===== config.mk =====
export PLATFORM = sky130hd
export DESIGN_NAME = axi_wr_slave
export DESIGN_NICKNAME = d
export VERILOG_FILES = /design/src/rtl/axi_pkg.sv /design/src/rtl/axi_wr_addr_gen.sv /design/src/rtl/axi_wr_slave.sv
export SDC_FILE = /design/constraint.sdc
export NUM_CORES = 1
export LEC_CHECK = 0
export ABC_AREA = 1
export CORE_MARGIN = 5
export CORE_UTILIZATION = 43
export CTS_CLUSTER_SIZE = 10
export DETAILED_ROUTE_END_ITERATION = 12
export PLACE_DENSITY = 0.79
export RECOVER_POWER = 25
export SYNTH_ARGS = -nofsm -noshare
export SYNTH_HDL_FRONTEND = slang
export SYNTH_HIERARCHICAL = 1
export SYNTH_SLANG_ARGS = --single-unit

===== constraint.sdc =====
create_clock -name aclk -period 2.6 [get_ports aclk]
set_input_delay 0.78 -clock aclk [delete_from_list [all_inputs] [get_ports aclk]]
set_output_delay 0.78 -clock aclk [all_outputs]
set_load 0.01 [all_outputs]

===== src/rtl/axi_pkg.sv =====
// AXI shared constants for the write-path blocks.
// Burst and response encodings plus a burst legality helper.
package axi_pkg;

  localparam int ID_W_DEF   = 4;
  localparam int ADDR_W_DEF = 32;
  localparam int DATA_W_DEF = 64;
  localparam int LEN_W_DEF  = 8;

  localparam logic [1:0] BURST_FIXED = 2'b00;
  localparam logic [1:0] BURST_INCR  = 2'b01;
  localparam logic [1:0] BURST_WRAP  = 2'b10;

  localparam logic RESP_OKAY = 1'b0;
  localparam logic RESP_ERR  = 1'b1;

  function automatic logic burst_ok(input logic [1:0] b);
    return (b == BURST_FIXED) || (b == BURST_INCR);
  endfunction

endpackage


===== src/rtl/axi_wr_addr_gen.sv =====
// Burst address and beat counter for the AXI write slave.
// Loads on AW accept, steps per accepted beat, flags the last beat.
module axi_wr_addr_gen
  import axi_pkg::*;
#(
  parameter int ADDR_W = 32,
  parameter int LEN_W  = 8
) (
  input  logic              i_clk,
  input  logic              i_rst,
  input  logic              i_load,
  input  logic              i_step,
  input  logic [ADDR_W-1:0] i_addr,
  input  logic [LEN_W-1:0]  i_len,
  input  logic [2:0]        i_size,
  input  logic [1:0]        i_burst,
  output logic [ADDR_W-1:0] o_addr,
  output logic              o_last
);

  logic [ADDR_W-1:0] r_addr;
  logic [LEN_W-1:0]  r_cnt;
  logic [LEN_W-1:0]  r_len;
  logic [2:0]        r_size;
  logic [1:0]        r_burst;
  logic [ADDR_W-1:0] w_one;
  logic [ADDR_W-1:0] w_inc;

  assign w_one  = {{(ADDR_W-1){1'b0}}, 1'b1};
  assign w_inc  = w_one << r_size;
  assign o_addr = r_addr;
  assign o_last = (r_cnt == r_len);

  // Capture burst on AW accept, then advance once per accepted beat
  always_ff @(posedge i_clk or posedge i_rst) begin
    if (i_rst) begin
      r_addr  <= '0;
      r_cnt   <= '0;
      r_len   <= '0;
      r_size  <= '0;
      r_burst <= '0;
    end else if (i_load) begin
      r_addr  <= i_addr;
      r_cnt   <= '0;
      r_len   <= i_len;
      r_size  <= i_size;
      r_burst <= i_burst;
    end else if (i_step) begin
      r_cnt <= r_cnt + 1'b1;
      if (r_burst != BURST_FIXED)
        r_addr <= r_addr + w_inc;
    end
  end

endmodule


===== src/rtl/axi_wr_slave.sv =====
// AXI write slave: one burst at a time onto a native write port.
// Illegal bursts are drained and answered with an error response.
module axi_wr_slave
  import axi_pkg::*;
#(
  parameter int ID_W   = 4,
  parameter int ADDR_W = 32,
  parameter int DATA_W = 64,
  parameter int LEN_W  = 8
) (
  input  logic                aclk,
  input  logic                areset,
  input  logic [ID_W-1:0]     awid,
  input  logic [ADDR_W-1:0]   awaddr,
  input  logic [LEN_W-1:0]    awlen,
  input  logic [2:0]          awsize,
  input  logic [1:0]          awburst,
  input  logic                awvalid,
  output logic                awready,
  input  logic [DATA_W-1:0]   wdata,
  input  logic [DATA_W/8-1:0] wstrb,
  input  logic                wlast,
  input  logic                wvalid,
  output logic                wready,
  output logic [ID_W-1:0]     bid,
  output logic                bresp,
  output logic                bvalid,
  input  logic                bready,
  output logic                mem_wen,
  output logic [ADDR_W-1:0]   mem_addr,
  output logic [DATA_W-1:0]   mem_wdata,
  output logic [DATA_W/8-1:0] mem_wstrb,
  input  logic                mem_ready
);

  typedef enum logic [1:0] {
    IDLE,
    DATA,
    RESP
  } state_e;

  localparam logic [2:0] SIZE_MAX = 3'($clog2(DATA_W/8));

  state_e            r_state;
  state_e            w_state_nxt;
  logic              r_awready;
  logic              r_bvalid;
  logic              r_err;
  logic [ID_W-1:0]   r_id;
  logic              w_aw_hs;
  logic              w_cap_err;
  logic              w_wready;
  logic              w_mem_wen;
  logic              w_beat;
  logic              w_last;
  logic              w_wlast_bad;
  logic [ADDR_W-1:0] w_addr;

  assign w_aw_hs     = awvalid && r_awready;
  assign w_cap_err   = !burst_ok(awburst) || (awsize > SIZE_MAX);
  assign w_wlast_bad = w_beat && (wlast != w_last);

  axi_wr_addr_gen #(
    .ADDR_W (ADDR_W),
    .LEN_W  (LEN_W)
  ) u_addr_gen (
    .i_clk   (aclk),
    .i_rst   (areset),
    .i_load  (w_aw_hs),
    .i_step  (w_beat),
    .i_addr  (awaddr),
    .i_len   (awlen),
    .i_size  (awsize),
    .i_burst (awburst),
    .o_addr  (w_addr),
    .o_last  (w_last)
  );

  // Next state and per-cycle handshake/native-port decode
  always_comb begin
    w_state_nxt = r_state;
    w_wready    = 1'b0;
    w_mem_wen   = 1'b0;
    w_beat      = 1'b0;
    unique case (r_state)
      IDLE: begin
        if (w_aw_hs)
          w_state_nxt = DATA;
      end
      DATA: begin
        w_wready  = r_err ? 1'b1 : mem_ready;
        w_mem_wen = !r_err && wvalid && mem_ready;
        w_beat    = wvalid && w_wready;
        if (w_beat && w_last)
          w_state_nxt = RESP;
      end
      RESP: begin
        if (bready)
          w_state_nxt = IDLE;
      end
      default: w_state_nxt = IDLE;
    endcase
  end

  // State plus registered awready/bvalid and the burst error flag
  always_ff @(posedge aclk or posedge areset) begin
    if (areset) begin
      r_state   <= IDLE;
      r_awready <= 1'b0;
      r_bvalid  <= 1'b0;
      r_err     <= 1'b0;
      r_id      <= '0;
    end else begin
      r_state   <= w_state_nxt;
      r_awready <= (w_state_nxt == IDLE);
      r_bvalid  <= (w_state_nxt == RESP);
      if (w_aw_hs) begin
        r_id  <= awid;
        r_err <= w_cap_err;
      end else if (w_wlast_bad) begin
        r_err <= RESP_ERR;
      end else if (r_state == RESP && bready) begin
        r_err <= RESP_OKAY;
      end
    end
  end

  assign awready   = r_awready;
  assign wready    = w_wready;
  assign bvalid    = r_bvalid;
  assign bid       = r_bvalid ? r_id : '0;
  assign bresp     = r_bvalid ? r_err : RESP_OKAY;
  assign mem_wen   = w_mem_wen;
  assign mem_addr  = w_mem_wen ? w_addr : '0;
  assign mem_wdata = w_mem_wen ? wdata : '0;
  assign mem_wstrb = w_mem_wen ? wstrb : '0;

endmodule


# Yosys cells after proc, flatten, opt, wreduce, memory -nomap -nowiden
# Cells that the tools add are included.
# word_totals
regBits	62
inputBits	128
word_cells	60
# classes
addsub	2
n_lt_le_gt_ge	1
n_eq_ne	6
shift	1
mux	21
n_reduce_logical	19
# op_table
cell	n
32-bit 2-to-1 mux	4
64-bit 2-to-1 mux	1
32-bit adder	1
1-bit by 3-bit << shifter with 32-bit output (first input constant)	1
8-bit 2-to-1 mux	3
8-bit by 1-bit adder with 8-bit output (second input constant)	1
8-bit equality test	1
1-bit 2-to-1 mux	8
1-bit logical AND	7
2-bit zero test	3
2-bit 2-to-1 mux	3
2-bit one-hot mux with 3 select lines	1
2-bit nonzero test	3
2-bit by 1-bit equality test with 1-bit output (second input constant)	2
2-bit equality test (second input constant)	2
4-bit 2-to-1 mux	1
3-bit by 2-bit greater-than comparator with 1-bit output (second input constant)	1
3-bit nonzero test	1
1-bit zero test	2
1-bit logical OR	2
2-bit AND reduction	1
1-bit != test	1

# Longest topological paths before layout
# Gate-level depths: netlist of the first run.
# logic_depth
depth_word	6
ltp_mapped	14
depth_no_buf	14

# Cells and area by module
# The synthesis of the first run kept the hierarchy.
# modules_own_cells
mod	instances	cells_each	area_each_um2
axi_wr_addr_gen	1	580	3808.7
axi_wr_slave	1	285	1453.9

# Worst setup path after synthesis of the first run
# OpenSTA, ideal clock, no wires.
# synth_timing
kind	input port to flip-flop
start	in mem_ready
end	reg u_addr_gen.r_addr[5] (netlist: u_addr_gen/o_addr[5])
setup_ns	0.126
arrival_time_ns	2.056
required_time_ns	2.474
path_slack_ns	0.418
cell_stages	8
n_path_buf	1
cell_sequence	nor2_1 nor3_1 nor2_1 a21oi_4 inv_4 buf_6 a21oi_1 a21oi_1
# synth_via
elab_chain_len	5
# synth_lines
item	line	text
from (decl)	axi_wr_slave.sv:33	input logic mem_ready
1-bit 2-to-1 mux	axi_wr_slave.sv:91	w_wready = r_err ? 1'b1 : mem_ready;
1-bit logical AND	axi_wr_slave.sv:93	w_beat = wvalid && w_wready;
1-bit 2-to-1 mux	axi_wr_slave.sv:85	unique case (r_state)
net w_beat	axi_wr_slave.sv:54	logic w_beat;
2-bit nonzero test (no line)	--	
2-bit AND reduction (no line)	--	
to (signal assigned)	axi_wr_addr_gen.sv:43	r_addr <= i_addr;
to (signal assigned)	axi_wr_addr_gen.sv:51	r_addr <= r_addr + w_inc;
to (decl)	axi_wr_addr_gen.sv:21	logic [ADDR_W-1:0] r_addr;
# The timed path passes the listed nets, and every way through them passes these cells.
# A chain may end at the register's enable or synchronous reset.

# Final worst setup path of the first run
# layout_timing
start	reg r_state[1]
end	out mem_wdata[37]
# layout_via
elab_chain_len	3
# layout_lines
item	line	text
from (decl)	axi_wr_slave.sv:44	state_e r_state;
from (signal assigned)	axi_wr_slave.sv:114	r_state <= w_state_nxt;
2-bit by 1-bit equality test with 1-bit output	axi_wr_slave.sv:85	
1-bit 2-to-1 mux	axi_wr_slave.sv:85	
64-bit 2-to-1 mux	axi_wr_slave.sv:135	assign mem_wdata = w_mem_wen ? wdata : '0;
to (decl)	axi_wr_slave.sv:31	output logic [DATA_W-1:0] mem_wdata,
# Every way passes these cells.

==> impl_metrics.tcl, run 1 <==
set metrics [dict create \
    multiInputGateArea_um2 2870 \
    grt_pass1_wl_um 29040 \
    routabilityCongestion 0.9445 \
    cts_sinks 62 \
    met3WireLength_um 1402 \
    finalCriticalPeriod_ns 2.523 \
    ys_seq_area_share_pct 29.48 \
    synth_ff_type "dfrtp_1" \
    fmax_mhz 396.4 \
    rows 40 \
    setup_tns_ns 0 \
    synthTopCellsByArea "dfrtp_1 (29%), nand2_1 (16%), inv_1 (13%)" \
    syn_to_final_growth_pct 54.23 \
    grt_max_degree 54 \
    drive_gt1_share_pct 19.40 \
    drt-vias-per-instance 4.788 \
    firstDrtPassIters 5 \
    grt_pass1_vias 5740 \
    synth_cell_types 35 \
    internal_power_mw 3.721 \
    fp.dieW_um 120.6 \
    slew_viol_final 0 \
    maxSlewHeadroom_pct 51.19 \
    die_h_um 120.6 \
    antenna_found_initial 0 \
    synthesis.instances 865 \
    synthTopCellsByCount "nand2_1 (220), inv_1 (177), nor2_1 (130)" \
    hold_ws_ns 0.4800 \
    vias 6134 \
    reg2reg_slack_ns 0.23 \
    arrival_ns 1.74 \
    power_frac_comb_pct 51.8 \
    dpl_worst_slack_ns -0.6240 \
    fin_ws_ns 0.07725 \
    synth-seq-cells 62 \
    grt.overflow.total 0 \
    num_antenna_cells 0 \
    core_area_um2 12010 \
    crit_start "r_state[1]" \
    required_ns 1.82 \
    finalCritPeriodShare_pct 97.03 \
    wl_um 18680 \
    worstRegToRegCells 13 \
    crit_buf_inv 4 \
    grtUsageTotal_pct 25.24 \
    avgSynthCellArea_um2 6.084 \
    synth_area_um2 5263 \
    async_flop_share_pct 100.0 \
    path_depth 7 \
    wl_per_cell_um 14.58 \
    nNetsFinal 1268 \
    met1Wirelength_um 7490 \
    cp-start-kind "flip-flop" \
    critical_path.top_delay_family "buffers and inverters" \
    antenna_left 0 \
    fill_cells 1078 \
    endpoint_kind "output port" \
    hold_path_class "flip-flop to flip-flop" \
    port-buffer-count 240 \
    drt_iter0_drc 315 \
    highest_layer "met4" \
    cp_max_fo 7 \
    route.met2.wl_um 9351 \
    ioPinCount 241 \
    clkLatencyLatePin_ns 0.34 \
    seqPwrFrac_pct 28.5 \
    crit_type "flip-flop to output port" \
    ir_drop_v 0.0005465 \
    clock_path_buffers 2 \
    skew_ns 0.007405 \
    dieArea_um2 14550 \
    p_clk_share_pct 19.7 \
    slowest_stage "dfrtp_1" \
    p_sw_share_pct 44.05 \
    finalPower_mw 6.650 \
    tightest_slew_ns 0.7313 \
    r2r_start "u_addr_gen/r_size[0]" \
    finalHoldViolations 0 \
    seq_area_um2 1551 \
    cts_tree "yes" \
    power-per-cell-area_nw_per_um2 819.3 \
    setup_violations 0 \
    htreeDepth 3 \
    p_leak_nw 4.595 \
    outcome "completed" \
    critPathMaxStageDelay_ns 0.41 \
    holdBufCountCts 0 \
    cp_cell_sequence "nor2_4 > nand4_4 > buf_12 > buf_4 > clkbuf_16 > nor2_2 > buf_2" \
    yosysTopAreaCellShare_pct 29.48 \
    rsz0062_at_grt "no" \
    route.detailed.drc 0 \
    cts-root-buf "clkbuf_16" \
    reg2reg_to "u_addr_gen/o_addr[9]" \
    yosysWarningCount 6 \
    synth_edf_count 0 \
    dp_hpwl_um 14070 \
    cts.reportedPaths.clkPinSlew_ns 0.05 \
    p_sw_mw 2.929 \
    synth_fp_nets 1003 \
    start_util_pct 43.81 \
    synth_top_area_cell "dfrtp_1" \
    synth_most_common_cell "nand2_1" \
    drv_cap 0 \
    crit_path_end "mem_wdata[37]" \
    cts_inserted_buffers 9 \
]
worst min-delay path by stage:
stage	from	end	slack, ns	cells after the start
4_1_cts	r_id[0]	r_id[0]	0.48	2
3_5_place_dp	r_id[0]	r_id[0]	0.47	2
6_report	r_id[0]	r_id[0]	0.48	2
3_3_place_gp	r_id[0]	r_id[0]	0.46	2
2_1_floorplan	r_id[3]	r_id[3]	0.45	2
5_1_grt	r_id[2]	r_id[2]	0.51	2
metrics by stage:
stage               instances  instance area, µm²  util [%]
finish                   1281                8117     67.57
global route             1281                8117     67.57
CTS                      1279                8134     67.72
detailed placement       1250                7935     66.06
global placement         1250                7935     66.06
floorplan                 865                5263         -
cells by family after synthesis:
logic type      Yosys count  synth area share, %
buf+inv                 214                16.67
xor+xnor                 11                1.831
flops                    62                29.48
fa+ha+maj                10                2.520
simple gates            496                42.08
compound gates           72                7.418
power by group through the flow:
| stage | clock network [mW] | logic (mW) | registers, mW |
|---|---|---|---|
| after detailed placement | 0 | 3.35 | 1.89 |
| after floorplan | 0 | 2.36 | 1.76 |
| after global routing | 1.36 | 3.88 | 1.96 |
| final | 1.31 | 3.44 | 1.90 |
| after global placement | 0 | 3.27 | 1.88 |
| after CTS | 1.33 | 3.42 | 1.88 |
tightest hold or removal path, stage by stage, from the launching register on:
cell	delay, ns
dfrtp_1	0.34
nand2_1	0.05
nand2_1	0.05
flip-flops by register name (all words and copies together) (netlist names), 2 cells and up:
| name | count |
|---|---|
| u_addr_gen/o_addr | 32 |
| u_addr_gen/r_cnt | 8 |
| u_addr_gen/r_len | 8 |
| r_id | 4 |
| u_addr_gen/r_size | 3 |
| r_state | 2 |
| u_addr_gen/r_burst | 2 |
layer usage:
metal,global-route usage [%],vias up
met5,0,-
met1,31.19,2749
li1,-,3119
met3,4.163,25
met2,44.11,241
met4,9.348,0
final cells by class:
| cell class | instances | area share, % |
|---|---|---|
| multi-input cells | 589 | 35.36 |
| repair buffers | 281 | 30.58 |
| flip-flops and latches | 62 | 19.12 |
| inverters | 187 | 8.679 |
| clock buffers | 12 | 3.160 |
| well taps | 147 | 2.266 |
| clock inverters | 3 | 0.8324 |
cell usage in the layout (no fill, tap or decap), types with 6 or more instances in the layout:
cell / Yosys / routed
nand2_1: 220 / 220
dfrtp_1: 62 / 62
nand3_1: 48 / 48
nand2_2: 11 / 11
xnor2_1: 10 / 10
nor3_1: 13 / 13
nor2_2: 52 / 57
clkdlybuf4s50_1: 0 / 131
buf_2: 3 / 60
ha_1: 9 / 9
nor2_1: 130 / 123
inv_2: 9 / 9
nand3b_1: 6 / 6
dlygate4sd2_1: 0 / 33
buf_4: 4 / 27
clkbuf_2: 0 / 13
clkbuf_16: 0 / 10
o21ai_0: 18 / 18
inv_1: 177 / 177
o21ai_1: 14 / 14
a21oi_1: 31 / 31
what timing repair did:
item / 4_1_cts / 5_1_grt
pin swaps: 2 / 2
gates resized for setup: 308 / 32
endpoints found under the setup margin: 106 / 41
hold endpoints to repair: 0 / 0
cloned: 4 / 1
buffers inserted: 10 / 2
(Power assumes the default switching activity.)
==> run 2: changes to the inputs <==
Settings changed: CTS_BUF_LIST set to sky130_fd_sc_hd__clkbuf_8, RECOVER_POWER 25 to not set.
Clock period 2.6 ns to 2.7 ns, I/O delays scaled along.
==> run 2 against run 1 <==
Net effect:
- utilization grew 0.094 points
- clock-buffer cell count shrank 3
- design area grew 0.14%
- power shrank 11%
- register-to-register slack gained 0.20 ns
- hold slack gained 0.0055 ns
- clock power shrank 31%
- global-route usage shrank 1.3 points
- critical path depth shrank 1
- combinational power shrank 7.8%
- sequential share of layout area is essentially flat
- largest cell class unchanged
- largest power group unchanged
==> impl_metrics.tcl, run 2 (synthesis results as in run 1) <==
set metrics [dict create \
    port-buffer-count 240 \
    outcome "completed" \
    routabilityCongestion 0.9447 \
    slowest_stage "dlygate4sd2_1" \
    ioPinCount 241 \
    r2r_start "u_addr_gen/r_size[0]" \
    clkLatencyLatePin_ns 0.36 \
    stdcell_count 1262 \
    grt.overflow.total 0 \
    nNetsFinal 1247 \
    grt_max_degree 54 \
    skew_ns 0.01061 \
    hold_end "r_id[1]" \
    hold_depth 2 \
    drive_gt1_share_pct 13.29 \
    critical_path.top_delay_family "buffers and inverters" \
    power-per-cell-area_nw_per_um2 725.6 \
    hp-start "r_id[1]" \
    p_leak_nw 4.446 \
    dpl_worst_slack_ns -0.5687 \
    critPathMaxStageDelay_ns 0.30 \
    cp_max_fo 19 \
    drt-vias-per-instance 4.740 \
    htreeDepth 3 \
    place_inst 1241 \
    crit_type "input pin to output port" \
    tightest_slew_ns 0.4211 \
    multiInputGateArea_um2 2843 \
    path_depth 6 \
    finalCritPeriodShare_pct 98.28 \
    core_area_um2 12010 \
    rows 40 \
    rsz0062_at_grt "no" \
    fp.dieW_um 120.6 \
    grtUsageTotal_pct 23.96 \
    final_cell_mix "nand2_1 (220), inv_1 (177), clkdlybuf4s50_1 (133)" \
    drv_cap 0 \
    seq_area_um2 1553 \
    worstRegToRegCells 11 \
    fin_util_pct 67.67 \
    required_ns 1.89 \
    cp-start-kind "input pin" \
    dp_hpwl_um 13750 \
    fill_cells 1106 \
    cts.reportedPaths.clkPinSlew_ns 0.07 \
    wl_per_cell_um 14.04 \
    route.detailed.drc 0 \
    setup_violations 0 \
    syn_to_final_growth_pct 54.45 \
    ir_drop_v 0.0004611 \
    dieArea_um2 14550 \
    die_h_um 120.6 \
    maxSlewHeadroom_pct 71.89 \
    endpoint_kind "output port" \
    cp_cell_sequence "clkdlybuf4s15_2 > nand4_4 > buf_12 > buf_16 > nor2_1 > dlygate4sd2_1" \
    cts_inserted_buffers 9 \
    start_util_pct 43.81 \
    hold_path_class "flip-flop to flip-flop" \
    fin_ws_ns 0.04645 \
    slew_viol_final 0 \
    antenna_left 0 \
    grt_pass1_vias 5512 \
    firstDrtPassIters 5 \
    grt_pass1_wl_um 27760 \
    largest_reg_flops 32 \
    finalCriticalPeriod_ns 2.654 \
    drt_iter0_drc 269 \
    reg2reg_slack_ns 0.43 \
    vias 5982 \
    cts_tree "yes" \
    clock_path_buffers 2 \
    final_common_cell "nand2_1" \
    finalHoldViolations 0 \
    crit_buf_inv 4 \
    cts_sinks 62 \
    arrival_ns 1.84 \
    fmax_mhz 376.9 \
    antenna_found_initial 0 \
    reg2reg_to "u_addr_gen/o_addr[14]" \
    hold_ws_ns 0.4856 \
    cts-root-buf "clkbuf_8" \
    wl_um 17720 \
]
run 2: repair_timing:
action                                  4_1_cts  5_1_grt
hold buffers                                  0        0
buffers inserted                              1        0
pin swaps                                     1        0
endpoints found under the setup margin      106       44
gates resized for setup                     154       39
gates cloned                                  3        0
run 2: layout make-up:
| type | instances | share of cell area (%) |
|---|---|---|
| Tap cell | 147 | 2.263 |
| Sequential cell | 62 | 19.10 |
| Clock inverter | 7 | 1.108 |
| Multi-Input combinational cell | 589 | 34.98 |
| Timing Repair Buffer | 260 | 32.33 |
| Antenna cell | 1 | 0.03079 |
| Inverter | 187 | 8.667 |
| Clock buffer | 9 | 1.524 |
run 2: tightest hold or removal path: cells and delay by family, from the launching register on:
family / cells / cell delay, ns
flops: 1 / 0.35
simple gates: 2 / 0.10
run 2: worst max-delay path by stage:
| stage | start | end | slack (ns) |
|---|---|---|---|
| after detailed placement | wvalid | mem_addr[31] | -0.57 |
| after global routing | mem_ready | mem_wdata[21] | 0.0003 |
| after global placement | wvalid | mem_addr[31] | -0.56 |
| after CTS | mem_ready | mem_addr[31] | 0.01 |
| after floorplan | wvalid | mem_wdata[21] | 0.48 |
| final | mem_ready | mem_addr[5] | 0.05 |
run 2: per-layer routing:
layer	up-vias	GRT usage, %	wire, µm
li1	3079	-	-
met1	2666	29.59	7324
met2	219	42.44	8882
met3	18	3.835	1220
met4	0	8.003	296
met5	-	0	0
run 2: report_power, final:
group / internal [mW] / switching [mW]
Combinational: 1.31 / 1.86
Sequential: 1.34 / 0.485
Clock: 0.514 / 0.388
Total: 3.16 / 2.73
run 2: through the flow:
stage	total power [mW]	setup TNS [ns]	area (µm²)
global placement	4.912	-53.88	7868
CTS	5.901	0	8120
floorplan	3.967	0	5263
global route	6.458	0	8125
detailed placement	4.984	-54.98	7868
finish	5.897	0	8128
